## src/rtl/fp_mul_pipe.sv

```systemverilog
// Pipelined parametrised FP multiplier: unpack, multiply, round/pack.
// Denormals flush to zero; round-to-nearest-even; per-result flags.
module fp_mul_pipe #(
  parameter int EXP_W = 8,
  parameter int MAN_W = 23,
  parameter int W     = EXP_W + MAN_W + 1
) (
  input  logic         clk,
  input  logic         rst_n,
  input  logic         in_valid,
  output logic         in_ready,
  input  logic [W-1:0] a,
  input  logic [W-1:0] b,
  output logic         out_valid,
  input  logic         out_ready,
  output logic [W-1:0] c,
  output logic [3:0]   flags
);

  localparam int P  = 2 * MAN_W + 2;
  localparam int EW = EXP_W + 2;
  localparam logic [EXP_W-1:0] EMAX = '1;
  localparam logic [EW-1:0] BIAS =
    EW'((1 << (EXP_W - 1)) - 1);
  localparam logic [W-1:0] QNAN =
    {1'b0, EMAX, 1'b1, {(MAN_W-1){1'b0}}};

  logic stall;
  logic take;

  assign stall    = out_valid & ~out_ready;
  assign in_ready = ~stall;
  assign take     = in_valid & in_ready;

  logic [EXP_W-1:0] ea, eb;
  logic [MAN_W-1:0] fa, fb;
  logic a_zero, a_inf, a_nan, a_snan;
  logic b_zero, b_inf, b_nan, b_snan;
  logic sgn;
  logic [EW-1:0] e_sum;

  assign ea = a[W-2 -: EXP_W];
  assign eb = b[W-2 -: EXP_W];
  assign fa = a[MAN_W-1:0];
  assign fb = b[MAN_W-1:0];

  assign a_zero = (ea == '0);
  assign b_zero = (eb == '0);
  assign a_inf  = (ea == EMAX) & (fa == '0);
  assign b_inf  = (eb == EMAX) & (fb == '0);
  assign a_nan  = (ea == EMAX) & (fa != '0);
  assign b_nan  = (eb == EMAX) & (fb != '0);
  assign a_snan = a_nan & ~fa[MAN_W-1];
  assign b_snan = b_nan & ~fb[MAN_W-1];

  assign sgn   = a[W-1] ^ b[W-1];
  assign e_sum = EW'({2'b00, ea}) + EW'({2'b00, eb}) - BIAS;

  logic         sp_en;
  logic [W-1:0] sp_val;
  logic [3:0]   sp_flg;

  // Specials resolved up front; the arithmetic path is ignored for them.
  always_comb begin
    sp_en  = 1'b1;
    sp_val = QNAN;
    sp_flg = 4'b0000;
    if (a_nan | b_nan) begin
      sp_flg = {a_snan | b_snan, 3'b000};
    end else if ((a_zero & b_inf) | (a_inf & b_zero)) begin
      sp_flg = 4'b1000;
    end else if (a_inf | b_inf) begin
      sp_val = {sgn, EMAX, {MAN_W{1'b0}}};
    end else if (a_zero | b_zero) begin
      sp_val = {sgn, {(W-1){1'b0}}};
    end else begin
      sp_en = 1'b0;
    end
  end

  logic           v1, v2;
  logic           s1_sign, s2_sign;
  logic [EW-1:0]  s1_exp, s2_exp;
  logic [MAN_W:0] s1_ma, s1_mb;
  logic [P-1:0]   s2_prod;
  logic           s1_sp, s2_sp;
  logic [W-1:0]   s1_spv, s2_spv;
  logic [3:0]     s1_spf, s2_spf;

  logic [P-2:0]   nrm;
  logic [MAN_W-1:0] frac;
  logic           grd, stk, rup, inex;
  logic [MAN_W:0] rsum;
  logic [EW-1:0]  e1;
  logic           ovf, unf;
  logic [W-1:0]   res;
  logic [3:0]     flg;

  assign nrm = s2_prod[P-1] ? s2_prod[P-2:0]
                            : {s2_prod[P-3:0], 1'b0};
  assign frac = nrm[P-2 -: MAN_W];
  assign grd  = nrm[MAN_W];
  assign stk  = |nrm[MAN_W-1:0];
  assign rup  = grd & (stk | frac[0]);
  assign inex = grd | stk;
  assign rsum = {1'b0, frac} + (MAN_W+1)'(rup);
  // Rounding carry leaves rsum[MAN_W-1:0] at zero: 1.0 at exp+1.
  assign e1 = s2_exp + EW'(s2_prod[P-1]) + EW'(rsum[MAN_W]);
  assign ovf = $signed(e1) >= $signed({2'b00, EMAX});
  assign unf = $signed(e1) < $signed(EW'(1));

  always_comb begin
    res = {s2_sign, e1[EXP_W-1:0], rsum[MAN_W-1:0]};
    flg = {3'b000, inex};
    if (s2_sp) begin
      res = s2_spv;
      flg = s2_spf;
    end else if (ovf) begin
      res = {s2_sign, EMAX, {MAN_W{1'b0}}};
      flg = 4'b0101;
    end else if (unf) begin
      res = {s2_sign, {(W-1){1'b0}}};
      flg = 4'b0011;
    end
  end

  always_ff @(posedge clk or negedge rst_n) begin
    if (!rst_n) begin
      v1        <= 1'b0;
      v2        <= 1'b0;
      out_valid <= 1'b0;
      s1_sign   <= 1'b0;
      s1_exp    <= '0;
      s1_ma     <= '0;
      s1_mb     <= '0;
      s1_sp     <= 1'b0;
      s1_spv    <= '0;
      s1_spf    <= '0;
      s2_sign   <= 1'b0;
      s2_exp    <= '0;
      s2_prod   <= '0;
      s2_sp     <= 1'b0;
      s2_spv    <= '0;
      s2_spf    <= '0;
      c         <= '0;
      flags     <= '0;
    end else if (!stall) begin
      v1        <= take;
      v2        <= v1;
      out_valid <= v2;
      if (take) begin
        s1_sign <= sgn;
        s1_exp  <= e_sum;
        s1_ma   <= {1'b1, fa};
        s1_mb   <= {1'b1, fb};
        s1_sp   <= sp_en;
        s1_spv  <= sp_val;
        s1_spf  <= sp_flg;
      end
      if (v1) begin
        s2_sign <= s1_sign;
        s2_exp  <= s1_exp;
        s2_prod <= P'(s1_ma) * P'(s1_mb);
        s2_sp   <= s1_sp;
        s2_spv  <= s1_spv;
        s2_spf  <= s1_spf;
      end
      if (v2) begin
        c     <= res;
        flags <= flg;
      end
    end
  end

endmodule

```

## config.mk

```make
export PLATFORM = sky130hd
export DESIGN_NAME = fp_mul_pipe
export DESIGN_NICKNAME = d
export VERILOG_FILES = /design/src/rtl/fp_mul_pipe.sv
export SDC_FILE = /design/constraint.sdc
export NUM_CORES = 2
export LEC_CHECK = 0
export CAP_MARGIN = 20
export CORE_ASPECT_RATIO = 2
export CORE_MARGIN = 2
export CORE_UTILIZATION = 61
export DETAILED_ROUTE_END_ITERATION = 7
export DONT_BUFFER_PORTS = 1
export PLACE_DENSITY = 0.83
export SETUP_SLACK_MARGIN = 0.1
export SKIP_LAST_GASP = 1
export SYNTH_ARGS = -nofsm -noshare
export SYNTH_HDL_FRONTEND = slang
export SYNTH_SLANG_ARGS = --single-unit
```

## constraint.sdc

```tcl
create_clock -name clk -period 6.95 [get_ports clk]
set_input_delay 2.085 -clock clk [delete_from_list [all_inputs] [get_ports clk]]
set_output_delay 2.085 -clock clk [all_outputs]
set_load 0.1 [all_outputs]
```

======== Yosys cells after proc, flatten, opt, wreduce, memory -nomap -nowiden ========
Cells that the tools add are included.
word-level totals
  register bits ........................... 231
  input bits .............................. 68
  output and inout port bits .............. 38
  logic and storage cells ................. 78
cells by class
  $add $sub $neg .......................... 5
  multiply operators ...................... 1
  magnitude comparators ................... 2
  equality and inequality tests ........... 2
  multiplexer cells ....................... 17
  bitwise logic cells ..................... 23
  reduce and logical (&&, ||, !) cells .... 10
operators by type and width
  cell                    number
  $mux W32                5
  $mux W31                2
  $mul A24 B24 Y48        1
  $mux W47                1
  $logic_not A23 Y1       2
  $reduce_bool A23 Y1     2
  $add A23 B1 Y24         1
  $reduce_or A23 Y1       1
  $add A10 B1 Y10         2
  $eq A8 B8 Y1 const B    2
  $logic_not A8 Y1        2
  $mux W4                 3
  $and A1 B1 Y1           11
  $ge A10 B9 Y1 const B   1
  $lt A10 B2 Y1 const B   1
  $sub A9 B7 Y10 const B  1
  $add A8 B8 Y9           1
  $or A1 B1 Y1            7
  $reduce_and A2 Y1       3
  $mux W1                 4
  $not A1 Y1              4
  $mux W3                 1
  $mux W2                 1
  $xor A1 B1 Y1           1

======== Longest topological paths before layout ========
  depth after elaboration ................. 10
  mapped depth ............................ 27
  gate-level depth less buffers ........... 24

======== Worst setup path after synthesis ========
Ideal clock, no wire load.
  path type ............................... reg-to-reg
  from .................................... register s1_ma[23]
  to ...................................... register s2_prod[41]
  library setup time ...................... 0.069 ns
  arrival time ............................ 6.604 ns
  required time ........................... 6.881 ns
  path slack .............................. 0.277 ns
  cell stages (with the launch flop) ...... 25
  buffers on the path ..................... 3
  clock period less this slack ............ 6.673 ns
  path through ............................ dfrtp_1 clkbuf_1 clkbuf_1 and2_1 fa_1 inv_1 fa_1 fa_1 inv_1 fa_1 inv_1 fa_1 fa_1 fa_1 inv_1 ha_1 buf_2 nand4_1 nor2_1 o2111ai_1 o211a_1 a31oi_1 a21oi_1 or4b_2 nand3_1
on the way
  word-level cells in the longest chain between the ends .. 1
ends and longest elaborated chain
  item                    line  source
  start, declared         84    logic [MAN_W:0] s1_ma, s1_mb;
  start signal, assigned  154   s1_ma <= {1'b1, fa};
  $mul A24 B24 Y48        163   s2_prod <= P'(s1_ma) * P'(s1_mb);
  end signal, assigned    163
  end, declared           85    logic [P-1:0] s2_prod;
Every way passes these cells.
A chain may end at the register's enable or synchronous reset.

======== Worst setup path in the final report ========
  from .................................... register s1_ma[7]
  to ...................................... register s2_prod[40]
Same word-level chain as after synthesis.

==> impl_metrics.toml <==
[clock_tree]
cts.path.max_buffers = 2
cts_root_buf = "clkbuf_16"
cts_tree = "yes"
numCtsBuffers = 17
path_clk_slew_ps = 80
insertion_delay_ps = 460
cts_hold_buf = 0
htreeDepth = 4
clkSinkCount = 166

[logic_synthesis]
async_flop_share = 1.000
synthDistinctLibCells = 66
ys.flop_type = "dfrtp_1"
ys_seq_area_frac = 0.1539
syn_nets = 3704
synthDominantCellAreaShare = 0.3590
synth_edf_count = 0
ys_ff_latch = 166
yosysWarnings = 0
yosys.area.top_type = "fa_1"
yosys-top-cells-area = "fa_1, dfrtp_1, ha_1"
syn_avg_cell_area_um2 = 9.118
syn_inst = 2960
synth_area_um2 = 26990

[floorplan]
die-area_um2 = 46040
die_width_um = 152.7
core_area_um2 = 43910
io_pins = 106
start_util = 0.6146
die_y_um = 301.5
row_count = 109

[hold_path]
hold_start = "s1_exp[7]"
holdPathStages = 2
holdPathEnd = "s2_exp[7]"
hold_path_class = "reg2reg"

[timing]
slew_headroom = 0.3061
skew_ps = 17.72
fin_crit_ps = 6814
finalCritPeriodShare = 0.9804
rsz0062_at_grt = "true"
maxSlewViolCount = 0
setup_viol = 0
hold_slack_ps = 471.7
fmax_mhz = 146.8
worst_pin_slew_ps = 1041
hold_viol = 0

[drt]
viasPerCell = 5.888
dr.pass1.iters = 7
drt-total-wl_um = 74000
ant_nets = 0
route.detailed.drc = 0
vias = 21040
wl_per_cell_um = 20.71
drt_iter0_drc = 1584

[placement]
dpl_cell_area_um2 = 28320
gp_congestion = 0.9856
portBuffers = 0
dpl.hpwl_um = 56930

[status]
status = "finished clean"

[global_routing]
grt_max_degree = 167
grt_pass1_vias = 22740
antenna_found_initial = 6
track_usage = 0.3233
grt-ovfl-total = 0
grt_first_pass_wirelength_um = 117200

[cells_and_area]
final_cell_mix = "inv_1, fa_1, nand2_1"
area_delta_synth_final_pct = 9.240
drive_above_1_share = 0.1123
mostFrequentLayoutCell = "inv_1"
fin_area_um2 = 29480
nets = 3741
final_util = 0.6713

[setup_path]
cp-end-kind = "flop"
critPathMaxStageDelay_ps = 610
cp_max_fo = 10
cpMaxStageDelayCell = "fa_2"
worstRegToRegCells = 24
crit_chain = "buf_4, buf_4, and2_1, fa_1, inv_1, fa_1, inv_1, fa_1, fa_2, fa_1, fa_1, inv_1, fa_1, inv_1, ha_1, nand2_1, nor2_1, a221oi_1, o31a_1, o22ai_2, a211oi_2, buf_4, xor2_1, o21ai_0"
arrival_ps = 7130
r2r_setup_slack_ps = 140
cp_num_buf_inv = 7
startpoint_type = "flop"
r2r_end = "s2_prod[40]"
critPathKind = "reg2reg"
required_ps = 7270
path_delay_family = "adder cells"
cpMostUsedCell = "fa_1"
crit-reg2reg-launch = "s1_ma[7]"

[job]
maxCapViolCount = 0
==> tightest hold or removal path: stages, from the launching register on <==
cell	delay, ps
dfrtp_1	350
nand2_1	50
nand2_1	50
==> worst max-delay path by stage <==
stage / startpoint / to / slack (ps) / depth (start not counted)
2_1_floorplan: s1_ma[23] / s2_prod[41] / 280 / 24
3_3_place_gp: s1_ma[20] / s2_prod[41] / 70 / 21
3_5_place_dp: s1_ma[20] / s2_prod[41] / 30 / 21
4_1_cts: s1_mb[0] / s2_prod[46] / 110 / 23
5_1_grt: s1_mb[1] / s2_prod[40] / -30 / 23
6_report: s1_ma[7] / s2_prod[40] / 140 / 24
==> cells by family (layout without fill, tap and decap cells) <==
group	after synthesis	in the layout	share of synthesized area
mux	67	67	0.02721
other cells	0	8	0
flops	166	166	0.1539
xor+xnor	82	82	0.02661
buf+inv	713	763	0.09944
fa+ha+maj	676	676	0.4480
compound gates	278	278	0.06820
simple gates	978	978	0.1766
==> cell type report <==
type                       count  area, um2
antenna                        8      20.02
clock buffer                  18      439.2
timing repair buffer         177       1514
tap                          555      694.4
multi-input combinational   2081      20390
sequential                   166       4189
fill                        3234      14430
inverter                     554       2079
clock inverter                14      160.2
==> through the flow <==
| step | worst slack, ps | TNS (ps) | instances |
|---|---|---|---|
| after global placement | 74.41 | 0 | 3498 |
| after detailed placement | 32.43 | 0 | 3500 |
| after floorplan | 277.1 | 0 | 2960 |
| after CTS | 114.5 | 0 | 3533 |
| after global routing | -30.90 | -41.07 | 3568 |
| final | 136.4 | 0 | 3573 |
==> layer usage <==
layer / global-route usage / wire length, um
met5: 0 / 15
met4: 0.1808 / 4822
met3: 0.07444 / 6707
met2: 0.5424 / 36640
met1: 0.3852 / 25820
==> state kept, by name, indices dropped and copies added (netlist names), 3 cells and up <==
name     count
s1_mb       23
s2_prod     48
c           32
s1_exp      10
flags        4
s1_ma       24
s2_exp      10
s1_spv       3
s2_spv       3
==> synth_stat cells (10+ instances only) <==
master / number
a21o_1: 27
xor2_1: 45
o21bai_1: 10
nor2_1: 52
dfrtp_1: 166
nand4_1: 28
nor4_1: 25
inv_1: 554
o21ai_0: 78
fa_1: 484
nand3_1: 30
ha_1: 192
a21oi_1: 62
a22o_1: 21
clkbuf_1: 147
nand2_1: 475
mux2i_1: 16
xnor2_1: 37
and2_1: 312
nor3_1: 17
mux2_2: 51
==> repair_timing <==
item	in CTS	in global routing
setup endpoints to repair	12	20
hold endpoints to repair	0	0
cloned	0	1
gates resized for setup	19	72
pin swaps	0	39
buffers inserted	1	31
Power is left out: the tool's default activity adds up to more than one toggle a clock period on the data nets, which glitch-free logic cannot reach.
